<file path="src/rtl/lfsr_pkg.sv">
// lfsr_pkg: shared definitions for the LFSR timer.
// Holds the FSM state encoding and the maximal-length tap table (3..32).
package lfsr_pkg;

    typedef enum logic [1:0] {
        IDLE = 2'd0,
        RUN  = 2'd1,
        DONE = 2'd2
    } timer_state_e;

    localparam int MIN_WIDTH = 3;
    localparam int MAX_WIDTH = 32;

    // Feedback taps for a maximal-period XOR LFSR.
    // Bit i set means register bit i feeds the XOR (stage i+1).
    function automatic logic [31:0] tap_mask(input int width);
        logic [31:0] m;
        case (width)
            3:       m = 32'h0000_0006;
            4:       m = 32'h0000_000C;
            5:       m = 32'h0000_0014;
            6:       m = 32'h0000_0030;
            7:       m = 32'h0000_0060;
            8:       m = 32'h0000_00B8;
            9:       m = 32'h0000_0110;
            10:      m = 32'h0000_0240;
            11:      m = 32'h0000_0500;
            12:      m = 32'h0000_0829;
            13:      m = 32'h0000_100D;
            14:      m = 32'h0000_2015;
            15:      m = 32'h0000_6000;
            16:      m = 32'h0000_D008;
            17:      m = 32'h0001_2000;
            18:      m = 32'h0002_0400;
            19:      m = 32'h0004_0023;
            20:      m = 32'h0009_0000;
            21:      m = 32'h0014_0000;
            22:      m = 32'h0030_0000;
            23:      m = 32'h0042_0000;
            24:      m = 32'h00E1_0000;
            25:      m = 32'h0120_0000;
            26:      m = 32'h0200_0023;
            27:      m = 32'h0400_0013;
            28:      m = 32'h0900_0000;
            29:      m = 32'h1400_0000;
            30:      m = 32'h2000_0029;
            31:      m = 32'h4800_0000;
            32:      m = 32'h8020_0003;
            default: m = 32'h0000_0000;
        endcase
        return m;
    endfunction

endpackage

</file>
<file path="src/rtl/lfsr_step.sv">
// lfsr_step: combinational next-state of a shift-left Fibonacci XOR LFSR.
// Ports: cur (present state), nxt (state after one step).
module lfsr_step
    import lfsr_pkg::*;
#(
    parameter int WIDTH = 8
) (
    input  logic [WIDTH-1:0] cur,
    output logic [WIDTH-1:0] nxt
);

    localparam logic [31:0]      MASK_ALL = tap_mask(WIDTH);
    localparam logic [WIDTH-1:0] MASK     = MASK_ALL[WIDTH-1:0];

    // Shift left; parity of the tapped bits enters at bit 0.
    assign nxt = {cur[WIDTH-2:0], ^(cur & MASK)};

endmodule

</file>
<file path="src/rtl/lfsr_timer.sv">
// lfsr_timer: LFSR-based interval timer with one-shot / auto-reload modes.
// Ports: clk, rst (async, high); start/seed/term/periodic/enable/abort in;
//        busy, done_pulse, done_qo, seed_err, state_qo out.
module lfsr_timer
    import lfsr_pkg::*;
#(
    parameter int WIDTH     = 8,
    parameter bit DONE_HOLD = 1'b1
) (
    input  logic             clk,
    input  logic             rst,
    input  logic             start,
    input  logic [WIDTH-1:0] seed,
    input  logic [WIDTH-1:0] term,
    input  logic             periodic,
    input  logic             enable,
    input  logic             abort,
    output logic             busy,
    output logic             done_pulse,
    output logic             done_qo,
    output logic             seed_err,
    output logic [WIDTH-1:0] state_qo
);

    timer_state_e     fsm;
    logic [WIDTH-1:0] lfsr;
    logic [WIDTH-1:0] lfsr_nxt;
    logic [WIDTH-1:0] seed_q;
    logic [WIDTH-1:0] term_q;
    logic             periodic_q;
    logic             done_q;
    logic             hit;
    logic             seed_ok;

    lfsr_step #(
        .WIDTH(WIDTH)
    ) u_step (
        .cur(lfsr),
        .nxt(lfsr_nxt)
    );

    // The terminal step is the edge whose *next* state equals term.
    assign hit     = (lfsr_nxt == term_q);
    // An all-zero seed would lock the LFSR forever.
    assign seed_ok = (seed != '0);

    always_ff @(posedge clk or posedge rst) begin
        if (rst) begin
            fsm        <= IDLE;
            lfsr       <= '1;
            seed_q     <= '0;
            term_q     <= '0;
            periodic_q <= 1'b0;
            busy       <= 1'b0;
            done_pulse <= 1'b0;
            done_q     <= 1'b0;
            seed_err   <= 1'b0;
        end else begin
            done_pulse <= 1'b0;
            seed_err   <= 1'b0;
            if (abort) begin
                // Abort beats start and a coincident terminal step;
                // the LFSR value is left as-is.
                fsm    <= IDLE;
                busy   <= 1'b0;
                done_q <= 1'b0;
            end else begin
                unique case (fsm)
                    IDLE, DONE: begin
                        if (start) begin
                            if (seed_ok) begin
                                seed_q     <= seed;
                                term_q     <= term;
                                periodic_q <= periodic;
                                lfsr       <= seed;
                                fsm        <= RUN;
                                busy       <= 1'b1;
                                done_q     <= 1'b0;
                            end else begin
                                seed_err <= 1'b1;
                            end
                        end
                    end
                    RUN: begin
                        if (enable) begin
                            if (hit) begin
                                done_pulse <= 1'b1;
                                done_q     <= 1'b1;
                                if (periodic_q) begin
                                    // Reload the seed so every period
                                    // has the same step count.
                                    lfsr <= seed_q;
                                end else begin
                                    lfsr <= lfsr_nxt;
                                    fsm  <= DONE;
                                    busy <= 1'b0;
                                end
                            end else begin
                                lfsr <= lfsr_nxt;
                            end
                        end
                    end
                    default: begin
                        fsm  <= IDLE;
                        busy <= 1'b0;
                    end
                endcase
            end
        end
    end

    assign state_qo = lfsr;
    assign done_qo  = DONE_HOLD ? done_q : done_pulse;

endmodule

</file>
<file path="config.mk">
export PLATFORM = sky130hd
export DESIGN_NAME = lfsr_timer
export DESIGN_NICKNAME = d
export VERILOG_FILES = /design/src/rtl/lfsr_pkg.sv /design/src/rtl/lfsr_step.sv /design/src/rtl/lfsr_timer.sv
export SDC_FILE = /design/constraint.sdc
export NUM_CORES = 1
export LEC_CHECK = 0
export CAP_MARGIN = 20
export CORE_MARGIN = 1
export CORE_UTILIZATION = 51
export CTS_BUF_LIST = sky130_fd_sc_hd__clkbuf_16
export CTS_CLUSTER_SIZE = 16
export DETAILED_ROUTE_END_ITERATION = 10
export GPL_TIMING_DRIVEN = 0
export PLACE_DENSITY = 0.79
export SLEW_MARGIN = 0
export SYNTH_ARGS = -nofsm -noshare
export SYNTH_HDL_FRONTEND = slang
export SYNTH_SLANG_ARGS = --single-unit
</file>
<file path="constraint.sdc">
create_clock -name clk -period 2.3 [get_ports clk]
set_input_delay 0.345 -clock clk [delete_from_list [all_inputs] [get_ports clk]]
set_output_delay 0.345 -clock clk [all_outputs]
set_load 0.005 [all_outputs]
</file>
; ---- Word-level counts from Yosys, hierarchy flattened
; Cells that the tools add are included.
[classes]
n_eq_ne = 11
muxes = 34
bitwise_logic = 1
n_reduce_logical = 10
[ops]
columns = op, count
row1 = $mux W8, 5
row2 = $mux W1, 19
row3 = $pmux W8 S2, 1
row4 = $ne A3 B3 Y1 const B, 5
row5 = $reduce_and A5 Y1, 3
row6 = $mux W2, 6
row7 = $eq A8 B8 Y1, 1
row8 = $reduce_bool A8 Y1, 1
row9 = $reduce_xor A8 Y1, 1
row10 = $ne A2 B2 Y1 const B, 3
row11 = $pmux W1 S2, 2
row12 = $pmux W2 S2, 1
row13 = $reduce_and A4 Y1, 1
row14 = $reduce_bool A3 Y1, 1
row15 = $eq A2 B1 Y1 const B, 1
row16 = $eq A2 B2 Y1 const B, 1
row17 = $logic_not A2 Y1, 1
row18 = $reduce_bool A2 Y1, 1
row19 = $reduce_or A2 Y1, 1
row20 = $not A1 Y1, 1
[word_totals]
reg_bits = 31
inputBits = 22
out_inout_bits = 12
wordCells = 65

; ---- Longest topological paths before layout
; Gate-level depths: netlist of run 1.
[logic_depth]
ltp_word = 6
depth_mapped = 7
depth_no_buf = 5

; ---- Hierarchy
; From an unflattened synthesis of run 1, not the netlist that was laid out.
[unflattened]
hier_cells = 170
area_unflattened_um2 = 1654.1
[modules_own_cells]
columns = module, instances, cells_each, area_per_inst_um2, seq_area_each_um2
row1 = lfsr_timer, 1, 160, 1575.3, 785.8
row2 = lfsr_step, 1, 10, 78.8, 0.0

; ---- Worst setup path before layout of run 1
; Ideal clock, no wire load.
[synth_timing]
path_type = reg2reg
startpoint = register lfsr[5] (netlist: state_qo[5])
endpoint = register lfsr[7] (netlist: state_qo[7])
setup_ps = 79
t_arrival_ps = 1837
t_required_ps = 2221
setup_slack_ps = 384
path_stages_with_launch = 8
path_buffers = 2
period_less_slack_ps = 1916
cell_sequence = dfstp_2 buf_6 xnor2_2 xor3_1 nor4_4 buf_6 o2bb2ai_1 a41o_1
[synth_via]
elab_chain_len = 5
[synth_rtl]
columns = element, line
row1 = from (decl), lfsr_timer.sv:26  ; logic [WIDTH-1:0] lfsr;
row2 = from (signal assigned), lfsr_timer.sv:92  ; lfsr <= seed_q;
row3 = from (signal assigned), lfsr_timer.sv:94  ; lfsr <= lfsr_nxt;
row4 = from (signal assigned), lfsr_timer.sv:99  ; lfsr <= lfsr_nxt;
row5 = $reduce_xor A8 Y1, lfsr_step.sv:16  ; assign nxt = {cur[WIDTH-2:0], ^(cur & MASK)};
row6 = $eq A8 B8 Y1 *, lfsr_timer.sv:43  ; assign hit = (lfsr_nxt == term_q);
row7 = $mux W8 *, lfsr_timer.sv:86  ; if (hit) begin
row8 = $mux W8 *, lfsr_timer.sv:85  ; if (enable) begin
row9 = $pmux W8 S2 *, lfsr_timer.sv:68  ; unique case (fsm)
; Every way passes the cells marked *; elsewhere a longest branch is shown, timed or not. The select of a mux whose other input is x is not followed.
; A chain may end at the register's enable or synchronous reset.

; ---- Worst setup path after layout of run 1
[layout_timing]
startpoint = register lfsr[4] (netlist: state_qo[4])
endpoint = register lfsr[5] (netlist: state_qo[5])
[layout_via]
elab_chain_len = 5
word_cells_on_any_way = 6
classes_between = eq/ne (1) / mux (4) / reduce/logical (1)
[layout_rtl]
columns = element, line
row1 = $reduce_xor A8 Y1, lfsr_step.sv:16
row2 = $eq A8 B8 Y1, lfsr_timer.sv:43
row3 = $mux W8 *, lfsr_timer.sv:86
row4 = $mux W8 *, lfsr_timer.sv:85
row5 = $pmux W8 S2 *, lfsr_timer.sv:68
; Marked as above.

==> summary.txt, run 1 <==
Cells and area
  – Area occupied by multi-input gates: 880 um^2
  – Final core utilization: 0.751
  – Area Growth Syn to Fin: 37.2%
  – Post-Layout Inst Area: 2350 um^2
  – Final-stage net count: between 200 and 250
  – Share of cells above drive strength 1: 0.211
  – # fillers: 219
  – Register Area: ~760 um^2
  – # diodes: 0

Route
  – DR iter-0 viols: 43
  – DR DRC count: 0
  – Vias per cell: 5.88
  – Routed WL per cell: 16.1 um
  – Detailed-route via count: 1600
  – Final wirelength: 4.37 mm
  – Antenna Nets Post-Route: 0
  – DR pass1 iterations: 4

Logic synthesis
  – Mux cell area share after synthesis: 0.0526
  – Syn_nets: 198
  – Count of unique library cells instantiated by Yosys: 36
  – Syn Inst Count: 176
  – Syn Area/Cell: 9.73 um^2
  – Synth Area in Compound Gates: 0.223
  – Number of synthesized flops with an enable pin: 0
  – Sequential-to-total area share from yosys stat: 0.444
  – Flops & latches, synth: 30
  – Yosys warning total: 0
  – Adder-cell share of the synthesized area: 0
  – Largest family of logic cells by synthesized area: compound AO/OA/AOI/OAI gates
  – Post-Synth Simple-Gate Area: 0.164
  – Post-synth ARST share: 1.00
  – Most used DFF post-synth: dfrtp_1
  – Netlist area before placement: about 1700 um^2
  – Synth Area in XOR/XNOR: 0.0694

Clock tree
  – TritonCTS clock tree: yes
  – Worst-skew pair later-pin latency: 280 ps
  – Clock Path Buffers: 2
  – Hold bufs inserted after CTS: 0
  – CTS buffer count: 5
  – CTS H-tree lvls: 2
  – TritonCTS sink count: 30
  – Clk slew on worst S/H paths: approximately 50 ps
  – CTS root buf: clkbuf_16

Setup path
  – CP Max Fanout: 6
  – Arr. time, crit path: 2420 ps
  – Critical Path RT: 2480 ps
  – R2R cell count: 7
  – Crit end category: flip-flop
  – Startpoint types: flip-flop
  – Crit path kind: reg2reg

STA
  – Final setup fails: 0
  – Fin crit period: 2240 ps
  – Setup TNS: 0 ps
  – Worst slew margin relative to its limit: 0.580
  – Slew @ Worst Pin: roughly 630 ps
  – Max Fclk: 0.446 GHz
  – RSZ-0062 raised after global routing: false
  – Clk_skew: 3.20 ps
  – Final period util: 0.975
  – Worst Hold Slack: 409 ps
  – Slew Limit Fails: 0
  – Final hold vios: 0

Place
  – PortBufs: 32
  – DP Wirelength: around 3.1 mm
  – Gpl congestion: 0.907
  – Dpl cell area: 2090 um^2

Floorplan
  – DIE WIDTH: around 60 um
  – Row cnt: 20
  – I/O pin count: 34
  – Die ar.: roughly 3600 um^2
  – Core area: 3130 um^2
  – Chip height: approximately 60 um
  – Starting Density: 0.548

Run
  – Max-Cap Viols: 0

Hold path
  – Hold Path Stages: 2
  – Worst min path class: in2reg

Global routing
  – GRT overflow: 0
  – Initial antenna violation count: 0
  – Pin count of the biggest net entering global routing: 31
  – First-pass GRT wire length: 6.82 mm
  – GRT Util Overall: 0.263
  – Vias in the first global route: 1510

Power
  – Maximum vdd drop: slightly below 600 uV
  – PwrDens: 847 nW/um^2
  – Power Total: 1.99 mW
  – Static leakage: around 0.96 nW

Outcome
  – Status: completed
## per-layer routing
| metal | vias up | global-route usage | wire length [um] |
|---|---|---|---|
| met4 | 0 | 0.0963 | 104 |
| met1 | 763 | 0.313 | 1830 |
| met5 | - | 0 | 0 |
| li1 | 752 | - | - |
| met3 | 10 | 0.0887 | 293 |
| met2 | 75 | 0.441 | 2140 |
## synthesized netlist by cell type, drive strengths merged, types with 3 or more instances
library cell  count  area [um^2]
clkbuf            6         23.8
mux2              8         90.1
buf               6         42.5
a21oi            17         85.1
dfstp             8          210
o2111ai           8         70.1
xnor2             9         86.3
nor2             10         37.5
nor4              3         63.8
nand2            28          108
o21ai            16         80.1
o311ai            6         52.6
dfrtp            22          551
inv               4         15.0
nand3             4         20.0
## repair_timing
action | 4_1_cts | 5_1_grt
endpoints found under the setup margin | 0 | 6
gates resized for setup | 0 | 8
buffers inserted | 0 | 12
## cells in the final DEF, fill, tap and decap left out, drive strengths merged, types with 2 or more instances in the layout
| cell type | count |
|---|---|
| o2111ai | 8 |
| xnor2 | 9 |
| dfrtp | 22 |
| and2 | 2 |
| o311ai | 6 |
| nor2 | 10 |
| clkbuf | 10 |
| nor4 | 3 |
| buf | 19 |
| dfstp | 8 |
| clkinv | 2 |
| o211ai | 2 |
| nand2 | 28 |
| clkdlybuf4s50 | 32 |
| o21ai | 16 |
| nand3 | 4 |
| inv | 5 |
| nor3 | 2 |
| a22o | 2 |
| a21oi | 17 |
| mux2 | 8 |
## stage by stage
| step | std cells | setup slack (ps) |
|---|---|---|
| 2_1_floorplan | 176 | 384 |
| 3_3_place_gp | 252 | -62.6 |
| 3_5_place_dp | 252 | -208 |
| 4_1_cts | 260 | 86.6 |
| 5_1_grt | 272 | 4.38 |
| 6_report | 272 | 58.3 |
## final cells by class
| class | instances | area share |
|---|---|---|
| buffer | 10 | 0.0240 |
| clock inverter | 3 | 0.00532 |
| inverter | 4 | 0.00639 |
| tap | 44 | 0.0234 |
| multi-input combinational | 130 | 0.374 |
| clock buffer | 5 | 0.0532 |
| sequential | 30 | 0.324 |
| timing repair buffer | 46 | 0.190 |
## kinds of logic (layout without fill, tap and decap cells)
logic type	Yosys count	in the layout
mux	8	8
flops	30	30
buf+inv	16	68
compound gates	58	58
simple gates	53	53
xor+xnor	11	11
## critical path, stage by stage (launching register included)
cell and delay (ps):
dfstp_2 590, xnor2_2 140, xor3_2 510, nor4_4 280, buf_4 190, buf_4 140, o2111ai_1 150, o311ai_1 140
## state kept, by name, indices dropped and copies added (netlist names)
name / flops
state_qo: 8
seed_err: 1
done_qo: 1
fsm: 2
done_pulse: 1
term_q: 8
periodic_q: 1
seed_q: 8
## power by group
group          internal (mW)  switching (mW)
clock network          0.390           0.223
registers              0.655           0.109
logic                  0.350           0.264
total                   1.39           0.595
## path summary, 6_finish.rpt
kind | startpoint | to | slack [ps]
max | state_qo[4] | state_qo[5] | 60
min | abort | done_pulse | 410
max reg2reg | state_qo[4] | state_qo[5] | 60
min reg2reg | periodic_q | fsm[1] | 490
max in group asynchronous | rst | state_qo[7] | 1290
min in group asynchronous | rst | term_q[4] | 440
Power figures use the tool's default switching activity.
==> inputs of run 2 (changes only) <==
--- a/config.mk
+++ b/config.mk
@@ -6,7 +6,7 @@
 export NUM_CORES = 1
 export LEC_CHECK = 0
 export CAP_MARGIN = 20
-export CORE_MARGIN = 1
+export CORE_MARGIN = 3
 export CORE_UTILIZATION = 51
 export CTS_BUF_LIST = sky130_fd_sc_hd__clkbuf_16
 export CTS_CLUSTER_SIZE = 16
==> summary.txt, run 2 (synthesis results as in run 1) <==
STA
  – Worst Hold Slack: 418 ps
  – Final setup fails: 0
  – Clk_skew: around 8 ps
  – Fin crit period: approximately 2200 ps
  – RSZ-0062 raised after global routing: false
  – Final period util: 0.971
  – Slew @ Worst Pin: between 600 and 700 ps
  – Slew Limit Fails: 0
  – Setup TNS: 0 ps
  – Final hold vios: 0
  – Max Fclk: around 0.45 GHz
  – Worst slew margin relative to its limit: 0.589

Route
  – DR DRC count: 0
  – Detailed-route via count: 1604
  – Routed WL per cell: 16.7 um
  – Final wirelength: 4.45 mm
  – DR iter-0 viols: 96
  – Vias per cell: ~6.0
  – Antenna Nets Post-Route: 0
  – DR pass1 iterations: 5

Global routing
  – First-pass GRT wire length: 7.04 mm
  – GRT overflow: 0
  – Initial antenna violation count: 0
  – GRT Util Overall: 0.224
  – Pin count of the biggest net entering global routing: 31
  – Vias in the first global route: 1487

Power
  – Static leakage: 0.931 nW
  – Power Total: around 2.1 mW
  – Maximum vdd drop: 487 uV
  – PwrDens: ~890 nW/um^2

Floorplan
  – Core area: 3130 um^2
  – Row cnt: 20
  – Chip height: 64.0 um
  – Starting Density: 0.548
  – DIE WIDTH: between 60 and 70 um
  – Die ar.: 4090 um^2
  – I/O pin count: 34

Setup path
  – Critical Path RT: 2460 ps
  – Crit end category: flip-flop
  – Arr. time, crit path: 2390 ps
  – CP Max Fanout: 10
  – Crit path kind: reg2reg
  – Startpoint types: flip-flop

Place
  – DP Wirelength: 3.07 mm
  – Gpl congestion: 0.885
  – Placed cells: 252
  – PortBufs: 32

Outcome
  – Status: completed

Clock tree
  – CTS root buf: clkbuf_16
  – Clk slew on worst S/H paths: 50 ps
  – CTS H-tree lvls: 2
  – Clock Path Buffers: 2
  – TritonCTS clock tree: yes
  – Worst-skew pair later-pin latency: between 200 and 300 ps
  – Hold bufs inserted after CTS: 0
  – CTS buffer count: 5
  – TritonCTS sink count: 30

Cells and area
  – Final-stage net count: 243
  – Share of cells above drive strength 1: 0.189
  – Most frequent cells in the layout: 32 x clkdlybuf4s50_1, 27 x nand2_1, 22 x dfrtp_1
  – Commonest non-fill, non-tap cell in the layout: clkdlybuf4s50_1
  – Area Growth Syn to Fin: 35.4%
  – Final cell count without fillers: around 270
  – # diodes: 0
  – Final core utilization: 0.741

Hold path
  – Worst min path class: in2async

Run
  – Max-Cap Viols: 0
run 2: power by group:
group / total [mW] / leakage (nW) / switching, mW / internal (mW)
sequential: 0.752 / 0.359 / 0.0984 / 0.654
clock: 0.736 / 0.0836 / 0.231 / 0.505
combinational: 0.574 / 0.489 / 0.267 / 0.308
total: 2.06 / 0.931 / 0.596 / 1.47
run 2: timing repair:
| action | in CTS | in global routing |
|---|---|---|
| gates resized for setup | 0 | 0 |
| endpoints found under the setup margin | 0 | 5 |
| buffers inserted | 0 | 5 |
run 2: path summary, 6_finish.rpt:
kind | start | cells past startpoint | end | slack, ps
min | rst | 2 | term_q[0] | 420
max | state_qo[5] | 7 | state_qo[6] | 70
min reg2reg | seed_q[1] | 2 | seed_q[1] | 490
max reg2reg | state_qo[5] | 7 | state_qo[6] | 70
min in group clk | abort | 2 | done_pulse | 420
max in group asynchronous | rst | 3 | state_qo[6] | 1310
run 2: critical path, stage by stage (launching register included):
cell,delay (ps)
dfstp_2,530
buf_6,130
xnor2_2,150
xor3_1,440
nor4_4,370
buf_6,190
o2111ai_1,140
o311ai_0,160
run 2: layout make-up:
class | instances | area, um^2
clock inverters | 3 | 40.0
plain buffers | 12 | 66.3
multi-input cells | 130 | 871
clock buffers | 5 | 125
well taps | 44 | 55.1
repair buffers | 38 | 385
flip-flops and latches | 30 | 761
fillers | 228 | 810
inverters | 4 | 15.0
run 2: routing by layer:
layer	up-vias	global-route usage	share of wire
li1	740	-	-
met1	780	0.272	0.41
met2	74	0.375	0.50
met3	10	0.0615	0.074
met4	0	0.0836	0.017
met5	-	0	0
run 2: through the flow:
stage          setup slack, ps  cell area, um^2
6_report                  67.5             2320
3_5_place_dp              -130             2090
2_1_floorplan              384             1710
4_1_cts                   96.4             2250
3_3_place_gp             -69.2             2090
5_1_grt                   2.12             2320
